## src/rtl/if_fetch_unit.sv

```systemverilog
// Instruction fetch: req/ack memory read, PC advance, FWFT fetch FIFO.
// Optional FETCH_ALIGN_CHK_EN blocks misaligned fetches with a sticky flag.
module if_fetch_unit #(
    parameter int DEPTH = 2,
    parameter int AW    = 32,
    parameter int DW    = 32
) (
    input  logic          clk,
    input  logic          reset,
    input  logic [AW-1:0] pc_in,
    output logic          pc_en,
    output logic          imem_req,
    output logic [AW-1:0] imem_addr,
    input  logic          imem_ack,
    input  logic [DW-1:0] imem_rdata,
    input  logic          flush,
    output logic          inst_valid,
    input  logic          inst_ready,
    output logic [DW-1:0] inst_out,
    output logic [AW-1:0] inst_pc,
    output logic          misalign
);

    localparam int PW = $clog2(DEPTH);
    localparam logic [PW:0] FULL = (PW+1)'(DEPTH);
    localparam logic IDLE = 1'b0;
    localparam logic WAIT = 1'b1;

    logic          state;
    logic          drop;
    logic [PW:0]   count;
    logic [PW-1:0] wr_ptr;
    logic [PW-1:0] rd_ptr;
    logic [AW-1:0] mem_pc   [DEPTH];
    logic [DW-1:0] mem_inst [DEPTH];

    logic ack_ok;
    logic full;
    logic push;
    logic pop;
    logic pc_bad;
    logic issue;

`ifdef FETCH_ALIGN_CHK_EN
    assign pc_bad = (pc_in[1:0] != 2'b00);

    always_ff @(posedge clk or negedge reset) begin
        if (!reset) begin
            misalign <= 1'b0;
        end else if (flush) begin
            misalign <= 1'b0;
        end else if (state == IDLE && pc_bad) begin
            misalign <= 1'b1;
        end
    end
`else
    assign pc_bad   = 1'b0;
    assign misalign = 1'b0;
`endif

    always_comb begin
        ack_ok = (state == WAIT) & imem_ack & ~drop & ~flush;
        full   = (count == FULL);
        push   = ack_ok & ~full;
        pop    = inst_valid & inst_ready & ~flush;
        issue  = (state == IDLE) & ~flush & ~full
               & ~misalign & ~pc_bad;
    end

    assign pc_en      = ack_ok;
    assign inst_valid = (count != '0);
    assign inst_out   = mem_inst[rd_ptr];
    assign inst_pc    = mem_pc[rd_ptr];

    always_ff @(posedge clk or negedge reset) begin
        if (!reset) begin
            state     <= IDLE;
            imem_req  <= 1'b0;
            imem_addr <= '0;
            drop      <= 1'b0;
        end else begin
            unique case (1'b1)
                (state == IDLE): begin
                    if (issue) begin
                        imem_req  <= 1'b1;
                        imem_addr <= pc_in;
                        state     <= WAIT;
                    end
                end
                (state == WAIT): begin
                    if (imem_ack) begin
                        imem_req <= 1'b0;
                        drop     <= 1'b0;
                        state    <= IDLE;
                    end else if (flush) begin
                        // request stays up; its data is discarded on ack
                        drop <= 1'b1;
                    end
                end
            endcase
        end
    end

    always_ff @(posedge clk or negedge reset) begin
        if (!reset) begin
            count  <= '0;
            wr_ptr <= '0;
            rd_ptr <= '0;
            for (int i = 0; i < DEPTH; i++) begin
                mem_pc[i]   <= '0;
                mem_inst[i] <= '0;
            end
        end else if (flush) begin
            count  <= '0;
            wr_ptr <= '0;
            rd_ptr <= '0;
        end else begin
            if (push) begin
                mem_pc[wr_ptr]   <= imem_addr;
                mem_inst[wr_ptr] <= imem_rdata;
                wr_ptr           <= wr_ptr + 1'b1;
            end
            if (pop) begin
                rd_ptr <= rd_ptr + 1'b1;
            end
            unique case ({push, pop})
                2'b10:   count <= count + 1'b1;
                2'b01:   count <= count - 1'b1;
                default: count <= count;
            endcase
        end
    end

    a_no_overflow: assert property (
        @(posedge clk) disable iff (!reset) !(ack_ok && full)
    );

endmodule

```

## config.mk

```make
export PLATFORM = sky130hd
export DESIGN_NAME = if_fetch_unit
export DESIGN_NICKNAME = d
export VERILOG_FILES = /design/src/rtl/if_fetch_unit.sv
export SDC_FILE = /design/constraint.sdc
export NUM_CORES = 1
export LEC_CHECK = 0
export CELL_PAD_IN_SITES_DETAIL_PLACEMENT = 1
export CELL_PAD_IN_SITES_GLOBAL_PLACEMENT = 1
export CORE_MARGIN = 2
export CORE_UTILIZATION = 45
export CTS_CLUSTER_DIAMETER = 80
export DETAILED_ROUTE_END_ITERATION = 10
export GPL_TIMING_DRIVEN = 1
export PLACE_DENSITY_LB_ADDON = 0.1
export SLEW_MARGIN = 10
export SYNTH_ARGS = -nofsm -noshare
export SYNTH_HDL_FRONTEND = slang
export SYNTH_SLANG_ARGS = --single-unit
```

## constraint.sdc

```tcl
create_clock -name clk -period 4.8 [get_ports clk]
set_input_delay 0.96 -clock clk [delete_from_list [all_inputs] [get_ports clk]]
set_output_delay 0.96 -clock clk [all_outputs]
set_load 0.05 [all_outputs]
```

## After elaboration in Yosys (flattened, before gate mapping)

Index checks and enable logic that the tools add are counted.

| storage, ports and cells | value |
|---|---|
| output and inout port bits | 100 |
| register bits | 167 |

| operators by class | value |
|---|---|
| eq/ne operators | 5 |
| bitwise operators | 14 |
| reductions and logical operators | 10 |
| order comparisons | 3 |
| add/subtract/negate cells | 4 |
| multiplexer cells | 24 |

Operators by type and width:

| operator | count |
|---|---|
| 32-bit two-way mux | 7 |
| 64-bit bitwise mux | 2 |
| 32-bit demux with 1-bit select | 1 |
| 1-bit two-way mux | 10 |
| 1-bit bitwise AND | 8 |
| 2-bit AND reduction | 4 |
| 2-bit nonzero test | 4 |
| 2-bit equality test, second input constant | 2 |
| 2-bit greater-or-equal comparator, second input constant | 2 |
| 2-bit inequality test, second input constant | 2 |
| 1-bit NOT | 4 |
| 1-bit NOT with 2-bit output | 2 |
| 1-bit one-hot mux with 2 select lines | 2 |
| 2-bit one-hot mux with 2 select lines | 1 |
| 3-bit nonzero test | 1 |
| 1-bit adder, second input constant | 2 |
| 2-bit by 1-bit adder with 2-bit output, second input constant | 1 |
| 2-bit by 1-bit equality test with 1-bit output, second input constant | 1 |
| 2-bit by 1-bit < comparator with 1-bit output, second input constant | 1 |
| 2-bit two-way mux | 1 |
| 2-bit by 1-bit subtractor with 2-bit output, second input constant | 1 |
| 1-bit logical AND | 1 |

## Logic depth before layout (Yosys ltp)

| logic depth | value |
|---|---|
| depth in word-level cells | 7 |
| mapped depth | 6 |
| mapped depth without buffers | 4 |

## Worst setup path after synthesis

OpenSTA, ideal clock, no wires.

| timing path | value |
|---|---|
| path type | input to output |
| start | input flush |
| end | output pc_en |
| stages | 2 |
| data arrival time | 1410 ps |
| setup slack | 2430 ps |
| data required time | 3840 ps |
| path buffers | 0 |
| path through | nand4bb_4 -> inv_2 |

| between the ends | value |
|---|---|
| word-level cells in the longest chain between the ends | 2 |

RTL lines:

| element | line | text |
|---|---|---|
| from (decl) | 16 | `input logic flush,` |
| 1-bit NOT (no line) | -- |  |
| 1-bit bitwise AND | 62 | `ack_ok = (state == WAIT) & imem_ack & ~drop & ~flush;` |
| to (decl) | 11 | `output logic pc_en,` |

Every way passes these cells.

## Worst setup path after layout

Ends and elaborated chain as after synthesis.

==> reports/metrics.csv <==
stage,metric,value,unit
clocking,cts_tree,done,
finish,final_area,9850,sq um
placement,detailed_place_hpwl,11100,microns
synthesis,synth_commonest_cells,"167 x dfrtp_1, 136 x mux2_2, 88 x mux2_4",
grt,track_usage,20.2,%
drt,vias_per_cell,5.08,
timing,slew_viol_final,0,
pwr,seq_power_share,33.4,%
synthesis,ys_seq_area_share,56.0,%
pwr,leakage,4.49,nW
synthesis,synth_area,7460,sq um
synthesis,synth_top_area_share,56.0,%
timing,relSlewSlack,35.1,%
synthesis,synth_seq_cells,167,
clocking,worstSkewPairLatency,0.43,ns
clocking,clockBufferDepth,2,
grt,grt_pass1_vias,5008,
finish,syn_to_final_growth,32.1,%
finish,fillers,1486,
finish,layout.nets,684,
worst_setup_path,arrival,2.76,ns
floorplanning,io_pins,169,
timing,max_slew.worst_pin.slew,0.974,ns
worst_setup_path,reg2reg_depth,4,
grt,grt_overflow,0,
grt,grt_max_degree,106,
worst_setup_path,slowest_delay,0.82,ns
worst_setup_path,path_common_cell,clkdlybuf4s50_1,
synthesis,synth-edff-count,0,
worst_setup_path,crit_chain,clkdlybuf4s50_1 > nand4bb_4 > inv_2 > clkdlybuf4s50_1,
floorplanning,start_util,45.5,%
finish,multi_input_area,3050,sq um
clocking,h-tree-depth,4,
synthesis,yosys_warnings,0,
timing,final_min_period_over_clock_period,77.5,%
timing,report.final.hold_viol_count,0,
grt,grt_pass1_wl,27600,microns
drt,ant_nets,0,
timing,fin_crit,3.72,ns
synthesis,avgSynthCellArea,16.7,sq um
clocking,clkTransAtPathRegs,0.06,ns
worst_hold_path,min_path_cells,1,
synthesis,synthArstFlopShare,100,%
drt,route.detailed.drc,0,
worst_setup_path,crit_fanout,7,
floorplanning,core_area,16400,sq um
clocking,cts_sinks,167,
floorplanning,rows,47,
placement,pre_cts_ws,1.07,ns
grt,antenna_found_initial,0,
timing,whs,0.505,ns
pwr,internal_power,0.00402,W
worst_setup_path,cp.depth,4,
drt,wl,16700,microns
synthesis,yosysMostFrequentCell,dfrtp_1,
timing,clock.fmax,0.269,GHz
flow_run,cap_violations,0,
floorplanning,dieArea,17600,sq um
run_status,status,finished clean,
drt,vias,4308,
synthesis,syn_inst,447,
pwr,power.clock.fraction,20.6,%
pwr,pwr_density_cell,673,nW/um^2
synthesis,synth_ff_type,dfrtp_1,
clocking,cts_resized,0,
worst_setup_path,critPathLaunchType,input pin,
pwr,finalPower,0.00663,W
pwr,p_switching,0.00261,W
pwr,pwr-share-comb,45.9,%
finish,drive_gt1_share,43.2,%
worst_hold_path,hold_path.class,reg -> reg,
worst_setup_path,cp_top_family,buffers and inverters,
worst_setup_path,crit_type,in -> out,
synthesis,synth_fp_nets,516,
worst_setup_path,cp-end-kind,output pin,
drt,drt_iter0_drc,122,
finish,regArea,4180,sq um
timing,fin_ws,1.08,ns
timing,rsz0062_at_grt,false,
drt,wl_per_cell,19.7,microns
drt,first_pass_iters,3,
timing,skew,0.00803,ns
pwr,vdd_drop_max,0.362,mV
synthesis,synthTopCellsByArea,"dfrtp_1 56%, mux2_2 21%, mux2_4 18%",
clocking,cts_hold_buf,0,
finish,diodes,0,
synthesis,synth_cell_types,29,
timing,setup_viol,0,
floorplanning,die-height,133,microns
worst_setup_path,crit_buf_inv,3,
clocking,cts_root_buf,clkbuf_16,
worst_setup_path,critPathRequiredTime,3.84,ns
clocking,cts_setup_buffers,0,
floorplanning,dieWidth,133,microns
placement,gp_congestion,0.681,
clocking,cts_buffers,17,
pwr,switching_share,39.4,%
placement,portBuffers,167,
worst_setup_path,critPathSlowestCell,clkdlybuf4s50_1,
synthesis,yosys.area.top_type,dfrtp_1,
placement,dpl_cell_area,9260,sq um
timing,tns,0,ns
[layout by cell type, fill, tap and decap left out, types with 2 or more instances in the layout]
master	Yosys	layout
o21ai_0	4	4
a21oi_1	2	2
buf_4	4	7
bufinv_16	0	2
inv_6	0	4
clkinv_4	0	3
nand3b_1	2	2
nor2_1	2	2
clkdlybuf4s50_1	0	166
clkinv_2	0	2
inv_1	2	2
a31oi_1	2	2
mux2_4	88	88
dfrtp_1	167	166
clkbuf_16	0	17
mux2_2	136	136
clkinvlp_4	0	2
[power groups by stage]
stage | Sequential (W) | Combinational, W | Clock (W)
2_1_floorplan | 0.00235 | 0.00196 | 0
4_1_cts | 0.00222 | 0.00308 | 0.00141
3_3_place_gp | 0.00218 | 0.00300 | 0
5_1_grt | 0.00230 | 0.00317 | 0.00147
6_report | 0.00222 | 0.00305 | 0.00137
3_5_place_dp | 0.00224 | 0.00306 | 0
[final cells by class]
type | count | area share (%)
repair buffers | 175 | 17.7
clock buffers | 19 | 4.50
clock inverters | 13 | 1.49
inverters | 3 | 0.114
well taps | 220 | 2.79
flip-flops and latches | 167 | 42.4
multi-input cells | 251 | 31.0
[layer usage]
layer | vias to the layer above | part of all wire [%] | GRT usage (%)
met3 | 21 | 4.5 | 5.29
li1 | 1930 | - | -
met5 | - | 0 | 0
met2 | 102 | 51 | 35.2
met1 | 2255 | 43 | 24.6
met4 | 0 | 1.6 | 6.45
[worst paths after layout]
path                              start            end  slack (ns)
setup / recovery                  flush          pc_en        1.08
hold / removal             mem_inst[10]   mem_inst[10]        0.50
setup reg to reg               count[0]  imem_addr[30]        2.54
hold reg to reg            mem_inst[10]   mem_inst[10]        0.50
max in group asynchronous         reset   mem_inst[18]        3.05
min in group asynchronous         reset   mem_inst[46]        0.63
[cells by family (layout without fill, tap and decap cells)]
group	after synthesis	after routing	synth area share [%]
AO/OA/AOI/OAI	10	10	0.789
XOR/XNOR	1	1	0.117
buffers and inverters	29	210	3.17
flip-flops	167	167	56.0
multiplexers	224	224	38.2
other	1	1	0.0503
AND/OR/NAND/NOR	15	15	1.59
[state kept, by name (all words and copies together), names as in the netlist]
register and flops:
count 2, mem_pc 64, drop 1, wr_ptr 1
rd_ptr 1, mem_inst 64, state 1, imem_addr 32
imem_req 1
[through the flow]
stage | std cells | util (%)
after floorplan | 447 | -
after global placement | 816 | 56.5
after detailed placement | 816 | 56.5
after CTS | 848 | 60.0
after global routing | 848 | 60.0
final | 848 | 60.0
Note: power is estimated with default switching activity, not from simulation.
